## config.mk

```make
export PLATFORM = sky130hd
export DESIGN_NAME = lcd_msg_sequencer
export DESIGN_NICKNAME = d
export VERILOG_FILES = /design/src/rtl/lcd_msg_sequencer.sv
export SDC_FILE = /design/constraint.sdc
export NUM_CORES = 1
export LEC_CHECK = 0
export CORE_ASPECT_RATIO = 1.5
export CORE_MARGIN = 2
export CORE_UTILIZATION = 35
export CTS_BUF_LIST = sky130_fd_sc_hd__clkbuf_16
export CTS_CLUSTER_DIAMETER = 40
export DETAILED_ROUTE_END_ITERATION = 16
export DONT_BUFFER_PORTS = 1
export PLACE_DENSITY = 0.58
export SKIP_CTS_REPAIR_TIMING = 1
export SLEW_MARGIN = 30
export SYNTH_ARGS = -nofsm -noshare
export SYNTH_HDL_FRONTEND = slang
export SYNTH_SLANG_ARGS = --single-unit
```

## constraint.sdc

```tcl
create_clock -name clk -period 4.89 [get_ports clk]
set_clock_uncertainty 0.2 [all_clocks]
set_input_delay 0.978 -clock clk [delete_from_list [all_inputs] [get_ports clk]]
set_output_delay 0.978 -clock clk [all_outputs]
set_load 0.02 [all_outputs]
```

## src/rtl/lcd_msg_sequencer.sv

```systemverilog
// lcd_msg_sequencer: streams a packed ASCII message into the LCD driver one
// CHUNK_BYTES-wide word at a time. Each pass sends CLEAR, then the message
// chunks, with a line-2 address command placed ahead of the first chunk of
// line 2. Every handshake wait is bounded, so a dead driver ends in ERROR.
module lcd_msg_sequencer #(
    parameter int                     CHUNK_BYTES    = 4,
    parameter int                     MSG_CHARS      = 32,
    parameter int                     LINE_CHARS     = 16,
    parameter logic [8*MSG_CHARS-1:0] MSG            = {MSG_CHARS{8'h20}},
    parameter int                     STARTUP_CYCLES = 5,
    parameter int                     TIMEOUT_CYCLES = 65535,
    parameter int                     REPEAT_GAP     = 50000000
) (
    input  logic                     clk,
    input  logic                     rst_n,
    input  logic                     start,
    input  logic                     repeat_en,
    input  logic                     lcd_available,
    output logic [8*CHUNK_BYTES-1:0] lcd_data,
    output logic                     lcd_select_cd,
    output logic                     lcd_enable_writing,
    output logic                     busy,
    output logic                     done,
    output logic                     timeout_err,
    output logic [7:0]               word_idx
);
    localparam int W          = 8*CHUNK_BYTES;
    localparam int NCHUNK     = MSG_CHARS/CHUNK_BYTES;
    localparam int LINE_CHUNK = LINE_CHARS/CHUNK_BYTES;
    localparam bit HAS_LINE2  = (LINE_CHUNK < NCHUNK) && (LINE_CHUNK > 0);
    localparam int MAX_AB     = (REPEAT_GAP > TIMEOUT_CYCLES) ? REPEAT_GAP : TIMEOUT_CYCLES;
    localparam int CNT_MAX    = (MAX_AB > STARTUP_CYCLES) ? MAX_AB : STARTUP_CYCLES;
    localparam int CNT_W      = $clog2(CNT_MAX + 1) + 1;
    localparam logic [CNT_W-1:0] ST_LAST  = CNT_W'((STARTUP_CYCLES > 0) ? STARTUP_CYCLES - 1 : 0);
    localparam logic [CNT_W-1:0] TO_LAST  = CNT_W'((TIMEOUT_CYCLES > 0) ? TIMEOUT_CYCLES - 1 : 0);
    localparam logic [CNT_W-1:0] GAP_LAST = CNT_W'((REPEAT_GAP > 0) ? REPEAT_GAP - 1 : 0);

    typedef enum logic [3:0] {
        IDLE, STARTUP, WAIT_READY, ISSUE, WAIT_ACCEPT,
        WAIT_DONE, NEXT, FINISH, GAP, ERROR
    } state_t;

    state_t           state_q, state_d;
    logic [CNT_W-1:0] cnt;
    logic             armed;     // blocks a start seen on the first edge after reset release
    logic             in_clear;  // current list item is the CLEAR command
    logic             in_line2;  // current list item is the line-2 address command
    logic             start_ok;
    logic             last_item;
    logic             line2_next;
    logic             counting;
    logic             restart;
    logic [W-1:0]     chunk_word;
    logic [W-1:0]     cur_word;

    assign start_ok   = start && armed && (state_q == IDLE || state_q == ERROR);
    assign last_item  = !in_clear && !in_line2 && (word_idx == 8'(NCHUNK - 1));
    assign line2_next = HAS_LINE2 && !in_clear && !in_line2 && (word_idx == 8'(LINE_CHUNK - 1));
    assign counting   = (state_q == STARTUP) || (state_q == WAIT_READY) || (state_q == WAIT_ACCEPT)
                     || (state_q == WAIT_DONE) || (state_q == GAP);
    assign restart    = (state_q == GAP) && (state_d == WAIT_READY);
    // First character lives in the MSBs, so chunk 0 is the topmost slice.
    assign chunk_word = W'(MSG >> (W * (NCHUNK - 1 - int'(word_idx))));
    assign cur_word   = in_clear ? (W'(8'h01) << (W - 8)) :
                        in_line2 ? (W'(8'hC0) << (W - 8)) : chunk_word;

    // State register.
    always_ff @(posedge clk or negedge rst_n) begin
        if (!rst_n) state_q <= IDLE;
        else        state_q <= state_d;
    end

    // Next-state and strobe/status decode.
    always_comb begin
        state_d            = state_q;
        lcd_enable_writing = 1'b0;
        done               = 1'b0;
        busy               = 1'b1;
        unique case (state_q)
            IDLE: begin
                busy = 1'b0;
                if (start_ok) state_d = STARTUP;
            end
            STARTUP:     if (cnt == ST_LAST) state_d = WAIT_READY;
            WAIT_READY: begin
                if (lcd_available)       state_d = ISSUE;
                else if (cnt == TO_LAST) state_d = ERROR;
            end
            ISSUE: begin
                lcd_enable_writing = 1'b1;
                state_d            = WAIT_ACCEPT;
            end
            // A high level right after the strobe is stale; wait for the fall first.
            WAIT_ACCEPT: begin
                if (!lcd_available)      state_d = WAIT_DONE;
                else if (cnt == TO_LAST) state_d = ERROR;
            end
            WAIT_DONE: begin
                if (lcd_available)       state_d = NEXT;
                else if (cnt == TO_LAST) state_d = ERROR;
            end
            NEXT:        state_d = last_item ? FINISH : WAIT_READY;
            FINISH: begin
                done    = 1'b1;
                state_d = repeat_en ? GAP : IDLE;
            end
            GAP:         if (cnt == GAP_LAST) state_d = repeat_en ? WAIT_READY : IDLE;
            ERROR: begin
                busy = 1'b0;
                if (start_ok) state_d = STARTUP;
            end
            default:     state_d = IDLE;
        endcase
    end

    // Shared cycle counter for startup, gap and handshake timeouts; reloads on every state change.
    always_ff @(posedge clk or negedge rst_n) begin
        if (!rst_n)                              cnt <= '0;
        else if (!counting || state_d != state_q) cnt <= '0;
        else                                     cnt <= cnt + CNT_W'(1);
    end

    // Arm start acceptance one cycle after reset release.
    always_ff @(posedge clk or negedge rst_n) begin
        if (!rst_n) armed <= 1'b0;
        else        armed <= 1'b1;
    end

    // List pointer: CLEAR, chunks, with the line-2 command ahead of the first line-2 chunk.
    always_ff @(posedge clk or negedge rst_n) begin
        if (!rst_n) begin
            in_clear <= 1'b1;
            in_line2 <= 1'b0;
            word_idx <= '0;
        end else if (start_ok || restart) begin
            in_clear <= 1'b1;
            in_line2 <= 1'b0;
            word_idx <= '0;
        end else if (state_q == NEXT && !last_item) begin
            if (in_clear)        in_clear <= 1'b0;
            else if (in_line2) begin
                in_line2 <= 1'b0;
                word_idx <= word_idx + 8'd1;
            end
            else if (line2_next) in_line2 <= 1'b1;
            else                 word_idx <= word_idx + 8'd1;
        end
    end

    // Word and data/command select are loaded on entry to ISSUE and held until the next one.
    always_ff @(posedge clk or negedge rst_n) begin
        if (!rst_n) begin
            lcd_data      <= '0;
            lcd_select_cd <= 1'b1;
        end else if (state_d == ISSUE && state_q != ISSUE) begin
            lcd_data      <= cur_word;
            lcd_select_cd <= !(in_clear || in_line2);
        end
    end

    // Sticky timeout flag, cleared by the next accepted start.
    always_ff @(posedge clk or negedge rst_n) begin
        if (!rst_n)                                   timeout_err <= 1'b0;
        else if (start_ok)                            timeout_err <= 1'b0;
        else if (state_d == ERROR && state_q != ERROR) timeout_err <= 1'b1;
    end
endmodule

```

==> impl_results.html, run 1 <==
<table>
<tr><th>Metric</th><th>Value</th></tr>
<tr><th colspan="2">Run status</th></tr>
<tr><td>Outcome</td><td>complete, no violations</td></tr>
<tr><th colspan="2">Global route</th></tr>
<tr><td>Number of global-route vias before repair</td><td>2,548</td></tr>
<tr><td>Overflow left after global routing</td><td>0</td></tr>
<tr><td>First-pass GRT wire length</td><td>around 13 mm</td></tr>
<tr><td>Global Route Usage Sum</td><td>16.0%</td></tr>
<tr><td>Pin count of the biggest net entering global routing</td><td>48</td></tr>
<tr><td>Number of antenna violations at the first check in global routing</td><td>0</td></tr>
<tr><th colspan="2">Finish</th></tr>
<tr><td>Ratio of cells with drive above 1 in the final layout</td><td>10.3%</td></tr>
<tr><td>Most common cell after layout, fill and taps aside</td><td>sky130_fd_sc_hd__dfrtp_1</td></tr>
<tr><td>Filler cell count in the final layout</td><td>969</td></tr>
<tr><td>Top library cells by usage in the layout, fill and taps aside</td><td>45 x sky130_fd_sc_hd__dfrtp_1, 29 x sky130_fd_sc_hd__xnor2_1, 28 x sky130_fd_sc_hd__nand3_1</td></tr>
<tr><td>Cell area after layout</td><td>around 3400 sq um</td></tr>
<tr><td>Diodes inserted</td><td>0</td></tr>
<tr><td>Syn-to-layout area delta</td><td>3.00%</td></tr>
<tr><td>Layout net count</td><td>359</td></tr>
<tr><th colspan="2">Logic synthesis</th></tr>
<tr><td>Number of instances in the synthesized netlist</td><td>~370</td></tr>
<tr><td>Most area-hungry cell type in the Yosys netlist</td><td>sky130_fd_sc_hd__dfrtp_1</td></tr>
<tr><td>Share of async-settable or async-resettable flops after synthesis</td><td>100%</td></tr>
<tr><td>Number of enable-type register cells in the synthesized netlist</td><td>0</td></tr>
<tr><td>Avg Cell Area, Syn</td><td>between 9 and 10 sq um</td></tr>
<tr><td>Count of synthesis-stage warnings from yosys</td><td>0</td></tr>
<tr><td>Total standard cell area after synthesis</td><td>approximately 3300 sq um</td></tr>
<tr><td>Top cells by area, synth</td><td>sky130_fd_sc_hd__dfrtp_1 34%, sky130_fd_sc_hd__xnor2_1 7.6%, sky130_fd_sc_hd__buf_4 7.0%</td></tr>
<tr><td>Number of storage elements in the synthesis netlist</td><td>47</td></tr>
<tr><td>Post-synthesis cell type count</td><td>57</td></tr>
<tr><td>Area share of the leading cell type in the synthesized netlist</td><td>between 30 and 40%</td></tr>
<tr><td>Primary flip-flop cell chosen by synthesis mapping</td><td>sky130_fd_sc_hd__dfrtp_1</td></tr>
<tr><td>Sequential share of the synthesized area</td><td>a little over a third</td></tr>
<tr><th colspan="2">Detailed routing</th></tr>
<tr><td>DRC violation count after routing</td><td>0</td></tr>
<tr><td>Number of optimization iterations in the first detailed-route pass</td><td>4</td></tr>
<tr><td>Iteration-0 DRC count of the detailed router</td><td>133</td></tr>
<tr><td>Wire length per cell</td><td>16.8 um</td></tr>
<tr><td>Via-to-Cell Ratio</td><td>5.66</td></tr>
<tr><td>Met2 WL</td><td>4.12 mm</td></tr>
<tr><td>Via count</td><td>2,610</td></tr>
<tr><td>Detailed-routing wirelength on met1</td><td>3.02 mm</td></tr>
<tr><td>WL met3</td><td>349 um</td></tr>
<tr><td>Final wirelength</td><td>7.75 mm</td></tr>
<tr><td>Highest routed metal layer</td><td>met4</td></tr>
<tr><td>Antenna viol nets, final</td><td>0</td></tr>
<tr><th colspan="2">Setup path</th></tr>
<tr><td>Critical path class</td><td>register to output pin</td></tr>
<tr><td>FF-to-FF End</td><td>cnt[16]$_DFF_PN0_</td></tr>
<tr><td>Element type at the critical path end</td><td>output pin</td></tr>
<tr><td>Reg2Reg Depth</td><td>6</td></tr>
<tr><td>Slack of the worst reg-to-reg path</td><td>2.02 ns</td></tr>
<tr><td>Slowest cell delay on critical path</td><td>about 0.64 ns</td></tr>
<tr><td>Series of cell instances along the critical path</td><td>nor2_1 -&gt; o21ai_0</td></tr>
<tr><td>Family with the most delay on the worst path</td><td>compound AO/OA/AOI/OAI gates</td></tr>
<tr><td>Crit path DAT</td><td>around 1.7 ns</td></tr>
<tr><td>Cell with the largest stage delay on the worst path</td><td>sky130_fd_sc_hd__o21ai_0</td></tr>
<tr><td>Number of buffers and inverters on the critical path</td><td>0</td></tr>
<tr><td>Critical path depth in cells</td><td>2</td></tr>
<tr><td>Worst reg2reg path startpoint</td><td>cnt[23]$_DFF_PN0_</td></tr>
<tr><td>Critical Path Source Type</td><td>register</td></tr>
<tr><td>Critical-path maximum fanout</td><td>18</td></tr>
<tr><td>Worst Path Required</td><td>3.71 ns</td></tr>
<tr><th colspan="2">CTS</th></tr>
<tr><td>Maximum buffer depth of the clock tree</td><td>2</td></tr>
<tr><td>Worst skew pair latency</td><td>~0.29 ns</td></tr>
<tr><td>TritonCTS clock tree</td><td>built</td></tr>
<tr><td>Root buffer selected by CTS</td><td>sky130_fd_sc_hd__clkbuf_16</td></tr>
<tr><td># H-tree levels</td><td>2</td></tr>
<tr><td>Clock slew at the register clock pins of the worst setup and hold paths</td><td>0.07 ns</td></tr>
<tr><td>Total CTS buffers</td><td>5</td></tr>
<tr><td>Number of clock sinks seen by CTS</td><td>47</td></tr>
<tr><th colspan="2">Power and ir drop</th></tr>
<tr><td>Register share of total power</td><td>38.7%</td></tr>
<tr><td>Share of total power in the clock network</td><td>26.8%</td></tr>
<tr><td>Proportion of power drawn by combinational gates</td><td>34.5%</td></tr>
<tr><td>Net switching share of the total power</td><td>44.1%</td></tr>
<tr><td>Power density relative to cell area</td><td>435 nW/um^2</td></tr>
<tr><td>Cell internal power dissipation</td><td>around 0.00084 W</td></tr>
<tr><td>Leakage power total</td><td>~1.4 nW</td></tr>
<tr><td>Sw power</td><td>0.000659 W</td></tr>
<tr><td>Largest voltage drop on the vdd net</td><td>0.269 mV</td></tr>
<tr><th colspan="2">Placement</th></tr>
<tr><td>Final HPWL from detailed placement</td><td>5.42 mm</td></tr>
<tr><td>IO buf count</td><td>0</td></tr>
<tr><td>Weighted congestion at the end of routability-driven global placement</td><td>0.890</td></tr>
<tr><td>Post-placement cell area</td><td>roughly 3300 sq um</td></tr>
<tr><th colspan="2">Worst hold path</th></tr>
<tr><td>Worst min-delay path category</td><td>input port to async pin</td></tr>
<tr><th colspan="2">Timing</th></tr>
<tr><td>Part of the cycle the worst path needs</td><td>59.0%</td></tr>
<tr><td>Total Negative Setup Slacks</td><td>0 ns</td></tr>
<tr><td>Relative max-transition margin</td><td>44.1%</td></tr>
<tr><td>RSZ-0062 raised after global routing</td><td>false</td></tr>
<tr><td>Transition time at the pin with the least slew margin</td><td>between 0.8 and 0.9 ns</td></tr>
<tr><td>Maximum clock rate</td><td>approximately 350 MHz</td></tr>
<tr><td>Number of failing setup endpoints in the final timing report</td><td>0</td></tr>
<tr><td>Clock period minus final worst setup slack</td><td>2.88 ns</td></tr>
<tr><td>Final number of max-transition violations</td><td>0</td></tr>
<tr><td>Number of hold violations in the final report</td><td>0</td></tr>
<tr><th colspan="2">Die</th></tr>
<tr><td># rows</td><td>43</td></tr>
<tr><td>Core Region</td><td>9250 sq um</td></tr>
<tr><td>Initial Util</td><td>36.0%</td></tr>
<tr><td>Die Wd</td><td>83.7 um</td></tr>
<tr><td>Top-Level Pins</td><td>50</td></tr>
<tr><td>Total die area</td><td>10,300 sq um</td></tr>
<tr><td>Vert. Die Dim</td><td>124 um</td></tr>
<tr><th colspan="2">Run</th></tr>
<tr><td>Maximum capacitance violations</td><td>0</td></tr>
</table>
-- layer usage --
| metal | track usage (%) | up-vias |
|---|---|---|
| met2 | 28.8 | 64 |
| met5 | 0 | - |
| met3 | 3.54 | 16 |
| met4 | 7.56 | 0 |
| met1 | 18.1 | 1292 |
| li1 | - | 1238 |
-- registers in the layout, summed over array words and instances, names as in the netlist --
signal	flops
in_clear	1
cnt	27
word_idx	8
in_line2	1
state_q	4
lcd_select_cd	1
armed	1
lcd_data	3
timeout_err	1
-- kinds of logic (layout without fill, tap and decap cells) --
group / Yosys count / in the layout / synth area share [%]
flip-flops: 47 / 47 / 35.3
XOR/XNOR: 34 / 34 / 8.93
buffers and inverters: 62 / 21 / 11.3
AND/OR/NAND/NOR: 169 / 169 / 31.4
adder cells (fa/ha/maj): 6 / 6 / 2.25
other: 2 / 26 / 0.225
multiplexers: 2 / 2 / 0.638
AO/OA/AOI/OAI: 44 / 44 / 9.91
-- worst max path at each step --
stage / end / startpoint / slack (ns)
5_1_grt: cnt[11]$_DFF_PN0_ / cnt[23]$_DFF_PN0_ / 1.76
6_report: busy / state_q[0]$_DFF_PN0_ / 2.01
3_3_place_gp: cnt[10]$_DFF_PN0_ / repeat_en / 1.79
3_5_place_dp: cnt[16]$_DFF_PN0_ / start / 2.03
2_1_floorplan: busy / state_q[0]$_DFF_PN0_ / 2.32
4_1_cts: busy / state_q[0]$_DFF_PN0_ / 1.99
-- synthesized netlist by cell type, types with 11 or more instances --
cell,n
sky130_fd_sc_hd__buf_4,31
sky130_fd_sc_hd__nand4_1,15
sky130_fd_sc_hd__nor3_1,19
sky130_fd_sc_hd__nand2_1,22
sky130_fd_sc_hd__nor2_1,19
sky130_fd_sc_hd__nand3_1,28
sky130_fd_sc_hd__nor4_1,11
sky130_fd_sc_hd__xnor2_1,29
sky130_fd_sc_hd__o2111ai_1,11
sky130_fd_sc_hd__dfrtp_1,45
-- area by class of cell --
cell class | instances | area (sq um) | share of cell area, %
clock buffer | 5 | 125 | 3.64
clock inverter | 3 | 47.5 | 1.38
inverter | 9 | 33.8 | 0.984
multi-input combinational | 281 | 1880 | 54.7
sequential | 47 | 1180 | 34.3
tap | 112 | 140 | 4.08
timing repair buffer | 4 | 30.0 | 0.874
-- power by group through the flow --
stage	Clock (W)	Sequential, W	Combinational [W]
finish	0.000401	0.000578	0.000516
global placement	0	0.000585	0.000503
detailed placement	0	0.000586	0.000516
floorplan	0	0.000515	0.000531
global route	0.000428	0.000593	0.000568
CTS	0.000412	0.000578	0.000518
-- metrics by stage --
step / setup WS, ns / total power (W) / instances / utilization [%] / hold slack [ns]
3_5_place_dp: 2.03 / 0.00110 / 453 / 35.2 / 0.315
4_1_cts: 1.99 / 0.00151 / 461 / 37.1 / 0.168
5_1_grt: 1.76 / 0.00159 / 461 / 37.1 / 0.162
3_3_place_gp: 1.79 / 0.00109 / 453 / 35.2 / 0.314
2_1_floorplan: 2.32 / 0.00105 / 390 / - / 0.261
6_report: 2.01 / 0.00150 / 461 / 37.1 / 0.174
No activity file was read; power rests on OpenSTA's default activity.
==> run 2: changes to the inputs <==
PLACE_DENSITY = 0.6   (was 0.58)
clock period = 2.3 ns   (was 4.89 ns; I/O delays follow)
==> run 2 against run 1 <==
The run now ends with setup timing left. Sequential power is 99% higher. Global-route usage is 0.64 points higher. Routed wire length grew 18%. Combinational power rose to 4.1 times the previous value. Flip-flop and latch count unchanged. Critical path depth increased by 5. Hold slack better by 0.059 ns. Design area rose by 24%. First-iteration DRC count up 9.8%. Register-to-register slack worse by 2.1 ns. Critical path type is now register to register. Largest power group is now combinational logic.
==> impl_results.html, run 2 (synthesis gave the netlist of run 1 again) <==
<table>
<tr><th>Metric</th><th>Value</th></tr>
<tr><th colspan="2">Detailed routing</th></tr>
<tr><td>Wire length per cell</td><td>about 17 um</td></tr>
<tr><td>Antenna viol nets, final</td><td>0</td></tr>
<tr><td>Final wirelength</td><td>approximately 9 mm</td></tr>
<tr><td>DRC violation count after routing</td><td>0</td></tr>
<tr><td>Number of optimization iterations in the first detailed-route pass</td><td>4</td></tr>
<tr><td>Via count</td><td>a little under 3,000</td></tr>
<tr><td>Iteration-0 DRC count of the detailed router</td><td>146</td></tr>
<tr><td>Via-to-Cell Ratio</td><td>5.50</td></tr>
<tr><th colspan="2">Timing</th></tr>
<tr><td>Number of failing setup endpoints in the final timing report</td><td>15</td></tr>
<tr><td>RSZ-0062 raised after global routing</td><td>true</td></tr>
<tr><td>Transition time at the pin with the least slew margin</td><td>between 0.7 and 0.8 ns</td></tr>
<tr><td>Part of the cycle the worst path needs</td><td>103%</td></tr>
<tr><td>Final number of max-transition violations</td><td>0</td></tr>
<tr><td>Post-layout worst setup margin</td><td>-0.0755 ns</td></tr>
<tr><td>Maximum clock rate</td><td>421 MHz</td></tr>
<tr><td>Relative max-transition margin</td><td>52.1%</td></tr>
<tr><td>Tightest hold margin</td><td>between 0.2 and 0.25 ns</td></tr>
<tr><td>Clock period minus final worst setup slack</td><td>between 2 and 2.5 ns</td></tr>
<tr><td>Number of hold violations in the final report</td><td>0</td></tr>
<tr><th colspan="2">Setup path</th></tr>
<tr><td>Element type at the critical path end</td><td>register</td></tr>
<tr><td>Capturing element of the worst setup path</td><td>cnt[17]$_DFF_PN0_</td></tr>
<tr><td>Crit path DAT</td><td>2.35 ns</td></tr>
<tr><td>Number of buffers and inverters on the critical path</td><td>1</td></tr>
<tr><td>Series of cell instances along the critical path</td><td>nor4_4 -&gt; and3_4 -&gt; and4bb_4 -&gt; a211oi_4 -&gt; o211a_4 -&gt; buf_12 -&gt; nor4_1</td></tr>
<tr><td>Cell with the largest stage delay on the worst path</td><td>sky130_fd_sc_hd__dfrtp_1</td></tr>
<tr><td>Slack of the worst reg-to-reg path</td><td>-0.08 ns</td></tr>
<tr><td>Worst Path Required</td><td>between 2 and 2.5 ns</td></tr>
<tr><td>FF-to-FF End</td><td>cnt[17]$_DFF_PN0_</td></tr>
<tr><td>Slowest cell delay on critical path</td><td>0.42 ns</td></tr>
<tr><td>Critical-path maximum fanout</td><td>10</td></tr>
<tr><td>Reg2Reg Depth</td><td>7</td></tr>
<tr><td>Family with the most delay on the worst path</td><td>simple AND/OR/NAND/NOR gates</td></tr>
<tr><td>Critical Path Source Type</td><td>register</td></tr>
<tr><td>Startpoint of the most critical setup path</td><td>cnt[26]$_DFF_PN0_</td></tr>
<tr><td>Worst reg2reg path startpoint</td><td>cnt[26]$_DFF_PN0_</td></tr>
<tr><td>Critical path class</td><td>register to register</td></tr>
<tr><td>Critical path depth in cells</td><td>7</td></tr>
<tr><th colspan="2">Finish</th></tr>
<tr><td>Largest register by flop count</td><td>cnt</td></tr>
<tr><td>Biggest regs</td><td>cnt x27, word_idx x8, state_q x4</td></tr>
<tr><td>Most common cell after layout, fill and taps aside</td><td>sky130_fd_sc_hd__buf_4</td></tr>
<tr><td>Cell area after layout</td><td>4250 sq um</td></tr>
<tr><td>Flip-flop count of the largest register, all copies and words added</td><td>27</td></tr>
<tr><td>Top library cells by usage in the layout, fill and taps aside</td><td>56 x sky130_fd_sc_hd__buf_4, 44 x sky130_fd_sc_hd__dfrtp_1, 29 x sky130_fd_sc_hd__xnor2_1</td></tr>
<tr><td>Syn-to-layout area delta</td><td>27.5%</td></tr>
<tr><td>Layout net count</td><td>423</td></tr>
<tr><td>Ratio of cells with drive above 1 in the final layout</td><td>29.1%</td></tr>
<tr><td>Non-Filler Instances</td><td>525</td></tr>
<tr><td>Diodes inserted</td><td>0</td></tr>
<tr><td>Final Util</td><td>46.0%</td></tr>
<tr><th colspan="2">Die</th></tr>
<tr><td>Core Region</td><td>between 9000 and 10,000 sq um</td></tr>
<tr><td>Initial Util</td><td>36.0%</td></tr>
<tr><td>Vert. Die Dim</td><td>124 um</td></tr>
<tr><td>Top-Level Pins</td><td>50</td></tr>
<tr><td>Die Wd</td><td>about 84 um</td></tr>
<tr><td># rows</td><td>43</td></tr>
<tr><td>Total die area</td><td>between 10,000 and 15,000 sq um</td></tr>
<tr><th colspan="2">Run status</th></tr>
<tr><td>Outcome</td><td>finished, violations left</td></tr>
<tr><td>Failing checks</td><td>setup timing</td></tr>
<tr><th colspan="2">Power and ir drop</th></tr>
<tr><td>Power density relative to cell area</td><td>934 nW/um^2</td></tr>
<tr><td>Largest voltage drop on the vdd net</td><td>0.535 mV</td></tr>
<tr><td>Leakage power total</td><td>1.75 nW</td></tr>
<tr><td>Total power consumption of the routed design</td><td>between 0.003 and 0.004 W</td></tr>
<tr><th colspan="2">Global route</th></tr>
<tr><td>Overflow left after global routing</td><td>0</td></tr>
<tr><td>Global Route Usage Sum</td><td>16.7%</td></tr>
<tr><td>Number of global-route vias before repair</td><td>around 2,800</td></tr>
<tr><td>Pin count of the biggest net entering global routing</td><td>48</td></tr>
<tr><td>First-pass GRT wire length</td><td>13.9 mm</td></tr>
<tr><td>Number of antenna violations at the first check in global routing</td><td>0</td></tr>
<tr><th colspan="2">Placement</th></tr>
<tr><td>IO buf count</td><td>0</td></tr>
<tr><td>Final HPWL from detailed placement</td><td>slightly below 6 mm</td></tr>
<tr><td>Weighted congestion at the end of routability-driven global placement</td><td>0.819</td></tr>
<tr><td>Instance count after placement with tap cells included</td><td>between 500 and 600</td></tr>
<tr><td>Post-placement cell area</td><td>3710 sq um</td></tr>
<tr><th colspan="2">CTS</th></tr>
<tr><td>Maximum buffer depth of the clock tree</td><td>2</td></tr>
<tr><td>Clock slew at the register clock pins of the worst setup and hold paths</td><td>0.06 ns</td></tr>
<tr><td>TritonCTS clock tree</td><td>built</td></tr>
<tr><td># H-tree levels</td><td>2</td></tr>
<tr><td>Number of clock sinks seen by CTS</td><td>47</td></tr>
<tr><td>Total CTS buffers</td><td>5</td></tr>
<tr><td>Root buffer selected by CTS</td><td>sky130_fd_sc_hd__clkbuf_16</td></tr>
<tr><td>Worst skew pair latency</td><td>0.29 ns</td></tr>
<tr><th colspan="2">Worst hold path</th></tr>
<tr><td>Worst min-delay path category</td><td>input port to register</td></tr>
<tr><th colspan="2">Run</th></tr>
<tr><td>Maximum capacitance violations</td><td>0</td></tr>
</table>
[run 2: changes by cell type in the layout (fill, tap and decap cells not counted), sizes merged]
| cell | before | now |
|---|---|---|
| clkinvlp | 0 | 1 |
| dlygate4sd3 | 0 | 1 |
| bufinv | 1 | 0 |
| buf | 4 | 63 |
| clkbuf | 5 | 9 |
[run 2: worst min path at each step]
stage                       start  cells after the start                   endpoint
floorplan                   rst_n                      0            armed$_DFF_PN0_
global placement            rst_n                      0          cnt[10]$_DFF_PN0_
detailed placement          rst_n                      0           cnt[8]$_DFF_PN0_
CTS                         rst_n                      0           cnt[8]$_DFF_PN0_
global route        lcd_available                      2  lcd_select_cd$_DFFE_PN1P_
finish              lcd_available                      2  lcd_select_cd$_DFFE_PN1P_
[run 2: cell type report]
type / instances / area [sq um]
tap: 112 / 140
timing repair buffer: 68 / 669
sequential: 47 / 1180
clock inverter: 3 / 16.3
multi-input combinational: 281 / 2090
clock buffer: 5 / 125
fill: 867 / 5000
inverter: 9 / 33.8
[run 2: worst register-to-register path: stages (launching register included)]
cell	delay, ns
sky130_fd_sc_hd__dfrtp_1	0.42
sky130_fd_sc_hd__nor4_4	0.37
sky130_fd_sc_hd__and3_4	0.25
sky130_fd_sc_hd__and4bb_4	0.27
sky130_fd_sc_hd__a211oi_4	0.08
sky130_fd_sc_hd__o211a_4	0.20
sky130_fd_sc_hd__buf_12	0.15
sky130_fd_sc_hd__nor4_1	0.32
[run 2: where the power goes]
part | total, W | switching [W] | internal [W]
Combinational | 0.00211 | 0.00120 | 0.000916
Sequential | 0.00115 | 0.000209 | 0.000940
Clock | 0.000710 | 0.000313 | 0.000397
Total | 0.00397 | 0.00172 | 0.00225
[run 2: metal layers]
layer	up-vias	global-route usage, %	part of all wire (%)
met5	-	0	0
met4	0	6.25	3.3
met3	20	3.94	5.2
met2	90	31.3	54
met1	1409	18.2	38
li1	1367	-	-
[run 2: through the flow]
stage,TNS [ns],setup WS (ns)
final,-0.679,-0.0755
after global routing,-3.02,-0.154
after CTS,-1.35,-0.0816
after detailed placement,-0.934,-0.0647
after global placement,0,0.00229
after floorplan,0,0.00510
==> run 3: changes to the inputs <==
MAX_ROUTING_LAYER = met4   (was unset)
==> run 3 against run 2 <==
Count of clock-buffer cells in the layout is the same. Die area unchanged. Largest power group unchanged. Global-route usage grew 0.48 points. The run still ends with setup timing left. Design area increased by 1.3%. First-iteration DRC count up 21%. Combinational power rose by 3%. Setup slack improved by 0.027 ns. Flip-flop and latch count unchanged. Routed wire length increased by 1.5%. Utilization is 0.61 points higher. Maximum frequency increased by 1.1%.
==> impl_results.html, run 3 (synthesis gave the netlist of run 1 again) <==
<table>
<tr><th>Metric</th><th>Value</th></tr>
<tr><th colspan="2">Detailed routing</th></tr>
<tr><td>DRC violation count after routing</td><td>0</td></tr>
<tr><td>Via-to-Cell Ratio</td><td>5.61</td></tr>
<tr><td>Via count</td><td>2,949</td></tr>
<tr><td>Final wirelength</td><td>about 9.2 mm</td></tr>
<tr><td>Iteration-0 DRC count of the detailed router</td><td>176</td></tr>
<tr><td>Antenna viol nets, final</td><td>0</td></tr>
<tr><td>Wire length per cell</td><td>17.6 um</td></tr>
<tr><td>Number of optimization iterations in the first detailed-route pass</td><td>4</td></tr>
<tr><th colspan="2">Setup path</th></tr>
<tr><td>Crit path DAT</td><td>~2.3 ns</td></tr>
<tr><td>Family with the most delay on the worst path</td><td>simple AND/OR/NAND/NOR gates</td></tr>
<tr><td>Element type at the critical path end</td><td>register</td></tr>
<tr><td>Number of buffers and inverters on the critical path</td><td>2</td></tr>
<tr><td>Series of cell instances along the critical path</td><td>nor4_4 -&gt; and3_4 -&gt; and4bb_4 -&gt; a211oi_4 -&gt; buf_4 -&gt; nor2_4 -&gt; clkbuf_16 -&gt; nor3_1</td></tr>
<tr><td>Worst reg2reg path startpoint</td><td>cnt[26]$_DFF_PN0_</td></tr>
<tr><td>Reg2Reg Depth</td><td>8</td></tr>
<tr><td>Worst Path Required</td><td>2.28 ns</td></tr>
<tr><td>Critical path depth in cells</td><td>8</td></tr>
<tr><td>Startpoint of the most critical setup path</td><td>cnt[26]$_DFF_PN0_</td></tr>
<tr><td>Cell with the largest stage delay on the worst path</td><td>sky130_fd_sc_hd__dfrtp_1</td></tr>
<tr><td>Critical-path maximum fanout</td><td>13</td></tr>
<tr><td>Critical Path Source Type</td><td>register</td></tr>
<tr><td>Slowest cell delay on critical path</td><td>0.42 ns</td></tr>
<tr><td>Critical path class</td><td>register to register</td></tr>
<tr><th colspan="2">Finish</th></tr>
<tr><td>Top library cells by usage in the layout, fill and taps aside</td><td>57 x sky130_fd_sc_hd__buf_4, 44 x sky130_fd_sc_hd__dfrtp_1, 29 x sky130_fd_sc_hd__xnor2_1</td></tr>
<tr><td>Biggest regs</td><td>cnt x27, word_idx x8, state_q x4</td></tr>
<tr><td>Most common cell after layout, fill and taps aside</td><td>sky130_fd_sc_hd__buf_4</td></tr>
<tr><td>Diodes inserted</td><td>0</td></tr>
<tr><td>Largest register by flop count</td><td>cnt</td></tr>
<tr><td>Non-Filler Instances</td><td>526</td></tr>
<tr><td>Layout net count</td><td>424</td></tr>
<tr><td>Syn-to-layout area delta</td><td>29.2%</td></tr>
<tr><td>Ratio of cells with drive above 1 in the final layout</td><td>30.7%</td></tr>
<tr><td>Flip-flop count of the largest register, all copies and words added</td><td>27</td></tr>
<tr><th colspan="2">Power and ir drop</th></tr>
<tr><td>Sw power</td><td>between 0.0015 and 0.002 W</td></tr>
<tr><td>Share of total power in the clock network</td><td>between 15 and 20%</td></tr>
<tr><td>Largest voltage drop on the vdd net</td><td>0.568 mV</td></tr>
<tr><td>Cell internal power dissipation</td><td>0.00226 W</td></tr>
<tr><td>Leakage power total</td><td>1.77 nW</td></tr>
<tr><td>Net switching share of the total power</td><td>44.1%</td></tr>
<tr><td>Register share of total power</td><td>between 20% and 30%</td></tr>
<tr><td>Power density relative to cell area</td><td>around 940 nW/um^2</td></tr>
<tr><td>Proportion of power drawn by combinational gates</td><td>53.7%</td></tr>
<tr><th colspan="2">CTS</th></tr>
<tr><td>Total CTS buffers</td><td>5</td></tr>
<tr><td># H-tree levels</td><td>2</td></tr>
<tr><td>Worst skew pair latency</td><td>0.29 ns</td></tr>
<tr><td>Clock slew at the register clock pins of the worst setup and hold paths</td><td>around 0.060 ns</td></tr>
<tr><td>Maximum buffer depth of the clock tree</td><td>2</td></tr>
<tr><td>Number of clock sinks seen by CTS</td><td>47</td></tr>
<tr><td>TritonCTS clock tree</td><td>built</td></tr>
<tr><td>Root buffer selected by CTS</td><td>sky130_fd_sc_hd__clkbuf_16</td></tr>
<tr><th colspan="2">Global route</th></tr>
<tr><td>Number of antenna violations at the first check in global routing</td><td>0</td></tr>
<tr><td>Pin count of the biggest net entering global routing</td><td>between 40 and 50</td></tr>
<tr><td>Global Route Usage Sum</td><td>17.2%</td></tr>
<tr><td>Overflow left after global routing</td><td>0</td></tr>
<tr><td>Number of global-route vias before repair</td><td>about 2,800</td></tr>
<tr><td>First-pass GRT wire length</td><td>13.9 mm</td></tr>
<tr><th colspan="2">Placement</th></tr>
<tr><td>Final HPWL from detailed placement</td><td>slightly below 6 mm</td></tr>
<tr><td>Weighted congestion at the end of routability-driven global placement</td><td>around 0.83</td></tr>
<tr><td>IO buf count</td><td>0</td></tr>
<tr><td>Instance count after placement with tap cells included</td><td>between 500 and 600</td></tr>
<tr><th colspan="2">Timing</th></tr>
<tr><td>Clock period minus final worst setup slack</td><td>2.35 ns</td></tr>
<tr><td>Tightest hold margin</td><td>0.233 ns</td></tr>
<tr><td>Transition time at the pin with the least slew margin</td><td>between 0.7 and 0.8 ns</td></tr>
<tr><td>Part of the cycle the worst path needs</td><td>102%</td></tr>
<tr><td>Number of failing setup endpoints in the final timing report</td><td>15</td></tr>
<tr><td>Post-layout worst setup margin</td><td>-0.0489 ns</td></tr>
<tr><td>RSZ-0062 raised after global routing</td><td>true</td></tr>
<tr><td>Maximum clock rate</td><td>approximately 430 MHz</td></tr>
<tr><td>Final number of max-transition violations</td><td>0</td></tr>
<tr><td>Relative max-transition margin</td><td>52.1%</td></tr>
<tr><td>Number of hold violations in the final report</td><td>0</td></tr>
<tr><th colspan="2">Worst hold path</th></tr>
<tr><td>Startpoint of the tightest hold check path</td><td>lcd_available</td></tr>
<tr><td>Worst hold path cell count</td><td>2</td></tr>
<tr><td>Worst min-delay path category</td><td>input port to register</td></tr>
<tr><th colspan="2">Run status</th></tr>
<tr><td>Failing checks</td><td>setup timing</td></tr>
<tr><td>Outcome</td><td>finished, violations left</td></tr>
<tr><th colspan="2">Die</th></tr>
<tr><td>Top-Level Pins</td><td>50</td></tr>
<tr><td>Total die area</td><td>around 10,000 sq um</td></tr>
<tr><td>Core Region</td><td>9250 sq um</td></tr>
<tr><td>Initial Util</td><td>36.0%</td></tr>
<tr><td># rows</td><td>43</td></tr>
<tr><td>Die Wd</td><td>about 84 um</td></tr>
<tr><td>Vert. Die Dim</td><td>124 um</td></tr>
<tr><th colspan="2">Run</th></tr>
<tr><td>Maximum capacitance violations</td><td>0</td></tr>
</table>
## run 3: power by group through the flow
stage / Clock (W) / Combinational (W) / Sequential [W]
floorplan: 0 / 0.00113 / 0.00110
global placement: 0 / 0.00150 / 0.00115
detailed placement: 0 / 0.00150 / 0.00115
CTS: 0.000728 / 0.00151 / 0.00114
global route: 0.000774 / 0.00232 / 0.00117
finish: 0.000719 / 0.00217 / 0.00115
## run 3: cell type report
cell class / count / area (sq um)
Fill cell: 858 / 4940
Multi-Input combinational cell: 281 / 2140
Sequential cell: 47 / 1180
Timing Repair Buffer: 69 / 677
Tap cell: 112 / 140
Clock buffer: 5 / 125
Inverter: 9 / 33.8
Clock inverter: 3 / 16.3
## run 3: metal layers
layer | wire, um | track usage [%] | share of wire, %
met5 | 0 | - | 0
met4 | 271 | 6.25 | 2.9
met3 | 577 | 4.07 | 6.2
met2 | 5000 | 31.2 | 54
met1 | 3390 | 18.2 | 37
## run 3: path summary, 6_finish.rpt
path	slack [ns]	end
setup / recovery	-0.05	cnt[19]$_DFF_PN0_
max in group asynchronous	1.16	in_clear$_DFFE_PN1P_
hold reg to reg	0.32	lcd_select_cd$_DFFE_PN1P_
hold / removal	0.23	lcd_select_cd$_DFFE_PN1P_
min in group asynchronous	0.47	cnt[8]$_DFF_PN0_
setup reg to reg	-0.05	cnt[19]$_DFF_PN0_
## run 3: worst reg2reg max path, cell delays in order (launching register included)
cell and delay, ns:
sky130_fd_sc_hd__dfrtp_1 0.42, sky130_fd_sc_hd__nor4_4 0.38, sky130_fd_sc_hd__and3_4 0.25, sky130_fd_sc_hd__and4bb_4 0.27, sky130_fd_sc_hd__a211oi_4 0.07, sky130_fd_sc_hd__buf_4 0.16, sky130_fd_sc_hd__nor2_4 0.16, sky130_fd_sc_hd__clkbuf_16 0.25
sky130_fd_sc_hd__nor3_1 0.08
## run 3: metrics by stage
step                      setup WS (ns)  power (W)  util (%)  area [sq um]  setup TNS (ns)
after CTS                       -0.0816    0.00338      41.7          3850           -1.35
final                           -0.0489    0.00404      46.6          4310          -0.462
after global routing             -0.146    0.00426      46.6          4310           -3.13
after global placement          0.00229    0.00265      40.1          3710               0
after detailed placement        -0.0647    0.00266      40.1          3710          -0.934
after floorplan                 0.00510    0.00223         -          3430               0
==> patch 1, RTL diff (settings of run 3) <==
Set the parameter `STARTUP_CYCLES` to 10 (it was 5).
--- a/src/rtl/lcd_msg_sequencer.sv
+++ b/src/rtl/lcd_msg_sequencer.sv
@@ -9,3 +9,3 @@
     parameter logic [8*MSG_CHARS-1:0] MSG            = {MSG_CHARS{8'h20}},
-    parameter int                     STARTUP_CYCLES = 5,
+    parameter int                     STARTUP_CYCLES = 10,
     parameter int                     TIMEOUT_CYCLES = 65535,
Behaviour: not the same (a bounded check fails within 10 cycles, from zero or initial values and one cycle with rst_n low).
==> patch 1 against run 3 <==
The run still ends with negative setup slack left. Setup slack lost 67 ps. Sequential cell count is the same. Area after synthesis shrank 10%. Wire length shrank 26%. Power shrank 10%. Design area shrank 13%. Maximum frequency shrank 2.8%. Die area shrank 9.7%. Largest power group unchanged.
==> patch 1: results <==
[power_and_ir_drop]
p_leak_nw = 1.61
ir_worst_vdd_v = 0.000555

[routing]
first_pass_iters = 4
drtIter0Drc = 147
wl_per_cell_um = 14.3
vias_per_cell = 5.02

[final_layout]
fillCellCount = 808
top_regs = cnt x27, word_idx x8, state_q x4
nets = 379
area_growth_pct = 25.4
drive_above_1_share_pct = 32.2

[sta]
finalSetupViolCount = 27
fin_ws_ps = -116
fin_tns_setup_ps = -2490
tightest_slew_ps = 735

[setup_path]
worstRegToRegCells = 10
rrSetupSlack_ps = -120
critPathArrivalTime_ps = 2400
cp_max_fo = 13

[outcome]
violations = negative setup slack
status = complete, but fails checks

[global_route]
grt_pass1_wl_um = 10600
grt_pass1_vias = 2241
track_usage_pct = 14.9

[place]
gp_congestion = 0.879
dp_hpwl_um = 4830
place_area_mm2 = 0.00332
post-place-ws_ps = -110

[clocking]
clk_latency_ps = 300
clockRootBuffer = clkbuf_16

[worst_hold_path]
hold_class = in -> reg
hold_path_depth = 2

[yosys]
netlist_top_cells_area = dfrtp_1, buf_4, xor2_1
yosysUniqueCellTypes = 55
yosys-top-cells-count = dfrtp_1, nand2_1, buf_4
ys_warn_count = 0
synth_seq_area_share_pct = 39.3
==> patch 1: cell families after synthesis <==
kind of cell	count (synthesis)	synth area share [%]
and+or+nand+nor	156	29.0
buffers and inverters	49	10.6
AOI/OAI and AO/OA	34	8.76
muxes	1	0.334
other	2	0.250
DFF	47	39.3
adders and majority gates	6	2.50
xor gates and xnor gates	32	9.34
==> patch 1: path summary, 6_finish.rpt <==
kind | from | to
max | cnt[0]$_DFF_PN0_ | cnt[21]$_DFF_PN0_
max in group asynchronous | rst_n | lcd_select_cd$_DFFE_PN1P_
max reg2reg | cnt[0]$_DFF_PN0_ | cnt[21]$_DFF_PN0_
min in group asynchronous | rst_n | cnt[26]$_DFF_PN0_
min reg2reg | in_line2$_DFFE_PN0P_ | lcd_select_cd$_DFFE_PN1P_
min | start | in_clear$_DFFE_PN1P_
==> patch 1: layer usage <==
metal	wire (um)	GRT usage [%]
met1	2580	16.4
met2	3770	25.5
met3	235	2.54
met4	230	7.33
met5	0	-
==> patch 1: layout make-up <==
type,instances,area share (%)
Sequential cell,47,31.5
Inverter,9,0.898
Clock inverter,3,1.23
Tap cell,107,3.56
Clock buffer,5,3.33
Multi-Input combinational cell,255,47.7
Timing Repair Buffer,50,11.8
==> patch 1: metrics by stage <==
| stage | instances | hold slack [ps] |
|---|---|---|
| after floorplan | 351 | -35.6 |
| after global placement | 462 | -33.1 |
| after detailed placement | 462 | -33.0 |
| after CTS | 470 | -354 |
| after global routing | 476 | 234 |
| final | 476 | 216 |
==> patch 1: power by group <==
group,switching (W),internal (W),total [W]
logic,0.000967,0.000678,0.00164
registers,0.000181,0.000958,0.00114
clock network,0.000333,0.000517,0.000850
==> patch 1: critical path, cell delays in order (launching register included) <==
cell	delay [ps]
dfrtp_1	400
buf_4	130
ha_1	130
nor4bb_2	280
nand4_1	190
o21ai_2	190
buf_4	140
a21boi_2	60
o221ai_4	280
clkbuf_16	260
nor2_2	50
==> patch 2, RTL diff (config.mk and constraints of run 3) <==
Made on the original files. Re-encode `state_t` (10 states) as one-hot, 10 bits wide.
--- a/src/rtl/lcd_msg_sequencer.sv
+++ b/src/rtl/lcd_msg_sequencer.sv
@@ -37,5 +37,5 @@
 
-    typedef enum logic [3:0] {
-        IDLE, STARTUP, WAIT_READY, ISSUE, WAIT_ACCEPT,
-        WAIT_DONE, NEXT, FINISH, GAP, ERROR
+    typedef enum logic [9:0] {
+        IDLE = 10'b0000000001, STARTUP = 10'b0000000010, WAIT_READY = 10'b0000000100, ISSUE = 10'b0000001000, WAIT_ACCEPT = 10'b0000010000,
+        WAIT_DONE = 10'b0000100000, NEXT = 10'b0001000000, FINISH = 10'b0010000000, GAP = 10'b0100000000, ERROR = 10'b1000000000
     } state_t;
Function: same outputs for any inputs over 10 cycles, from zero or initial values and one cycle with rst_n low; not proved beyond that.
==> patch 2 against run 3 <==
The run still ends with negative setup slack left. Area after synthesis down 0.41%. Largest cell class unchanged. Sequential cell count up 6. Die area down 0.40%. Non-clock buffer count down 7. Wire length down 12%. Critical path type unchanged. Design area down 1.4%. Count of clock-buffer cells in the layout unchanged. Setup slack worse by 220 ps.
Power is not compared: it rests on default switching activity, and its combinational part moved more than twofold at a synthesized area within 25%.
==> patch 2: results <==
[outcome]
status = complete, but fails checks
violations = negative setup slack

[clocking]
path_clk_slew_ps = 70
clockRootBuffer = clkbuf_16
cts_buffers = 5
h-tree-depth = 2
clk_latency_ps = 300
clk_path_buf_depth = 2

[yosys]
avgSynthCellArea_um2 = 9.15
netlist_top_cells_area = dfrtp_1, buf_4, nor2_1
synth_seq_area_share_pct = 40.1
ys_warn_count = 0
yosys-top-cells-count = dfrtp_1, nor2_1, buf_4
yosysUniqueCellTypes = 58
synthArstFlopShare_pct = 100

[worst_hold_path]
hold_class = in -> reg

[routing]
wl_per_cell_um = 15.4
drtIter0Drc = 69
first_pass_iters = 4
vias_per_cell = 5.22

[setup_path]
reg2reg_to = cnt[18]$_DFF_PN0_
crit_family = simple AND/OR/NAND/NOR gates
critPathArrivalTime_ps = 2550
cp_max_fo = 7
worstRegToRegCells = 6
slowest_delay_ps = 550
cp_slowest_cell = or4_4
worstSetupStartpoint = cnt[24]$_DFF_PN0_
cp-endpoint = cnt[18]$_DFF_PN0_

[power_and_ir_drop]
ir_worst_vdd_v = 0.000417
p_leak_nw = 1.78

[place]
placedCellCount = 512
post-place-ws_ps = -222
dp_hpwl_um = 5620
place_area_mm2 = 0.00372
gp_congestion = 0.805
portBuffers = 0

[final_layout]
antenna-diode-count = 0
nets = 424
drive_above_1_share_pct = 28.7
fillCellCount = 872
final-instance-count-excl-fill = 526
top_regs = cnt x27, state_q x10, word_idx x8

[sta]
fin_ws_ps = -267
finalSetupViolCount = 33
tightest_slew_ps = 734
finalHoldWorstSlack_ps = 57.4

[global_route]
grt_pass1_vias = 2679
track_usage_pct = 16.1
grt_start_max_net_pins = 54
antenna_found_initial = 0
grt_pass1_wl_um = 12900
[patch 2: cell count changes after synthesis, moves of 5 or more]
cell,delta
nor2_1,+29
dfrtp_1,+5
xnor2_1,-9
nand2b_1,-5
nand2_1,+5
o2111ai_1,-8
nor3_1,-6
nor4_2,-8
xor2_1,+8
inv_1,+5
buf_2,-9
nand3_1,-13
[patch 2: cells by family after synthesis]
kind of cell	Yosys count	synth area share, %
buffers and inverters	57	10.3
other	2	0.226
adders and majority gates	6	2.26
AOI/OAI and AO/OA	37	9.23
muxes	4	1.28
xor gates and xnor gates	33	8.70
and+or+nand+nor	171	28.0
DFF	53	40.1
[patch 2: how the worst min path moves through the flow]
| stage | startpoint | endpoint | cells past startpoint |
|---|---|---|---|
| 2_1_floorplan | rst_n | armed$_DFF_PN0_ | 0 |
| 4_1_cts | rst_n | word_idx[2]$_DFFE_PN0P_ | 0 |
| 3_5_place_dp | rst_n | cnt[20]$_DFF_PN0_ | 0 |
| 3_3_place_gp | rst_n | cnt[20]$_DFF_PN0_ | 0 |
| 6_report | repeat_en | state_q[0]$_DFF_PN1_ | 1 |
| 5_1_grt | repeat_en | state_q[0]$_DFF_PN1_ | 1 |
[patch 2: layer usage]
metal / share of wire, % / vias to the layer above / global-route usage, %
met5: 0 / - / -
met4: 1.8 / 0 / 4.84
met3: 3.4 / 14 / 2.74
met2: 55 / 67 / 30.7
met1: 40 / 1342 / 17.0
li1: - / 1322 / -
[patch 2: report_power, final]
part | switching, W | internal (W) | leakage (nW)
Sequential | 0.0000225 | 0.000963 | 0.723
Combinational | 0.000374 | 0.000278 | 0.965
Clock | 0.000348 | 0.000622 | 0.0938
[patch 2: metrics by stage]
| step | utilization (%) | TNS, ps |
|---|---|---|
| after detailed placement | 40.3 | -6130 |
| after global routing | 45.9 | -9830 |
| after CTS | 42.3 | -7480 |
| after floorplan | - | -5410 |
| after global placement | 40.3 | -5370 |
| final | 45.9 | -7510 |
[patch 2: cell type report]
class / count / area, um^2 / area share (%)
clock buffer: 5 / 125 / 2.94
clock inverter: 3 / 65.1 / 1.53
inverter: 14 / 52.6 / 1.24
multi-input combinational: 277 / 1980 / 46.6
sequential: 53 / 1330 / 31.4
tap: 112 / 140 / 3.30
timing repair buffer: 62 / 554 / 13.0
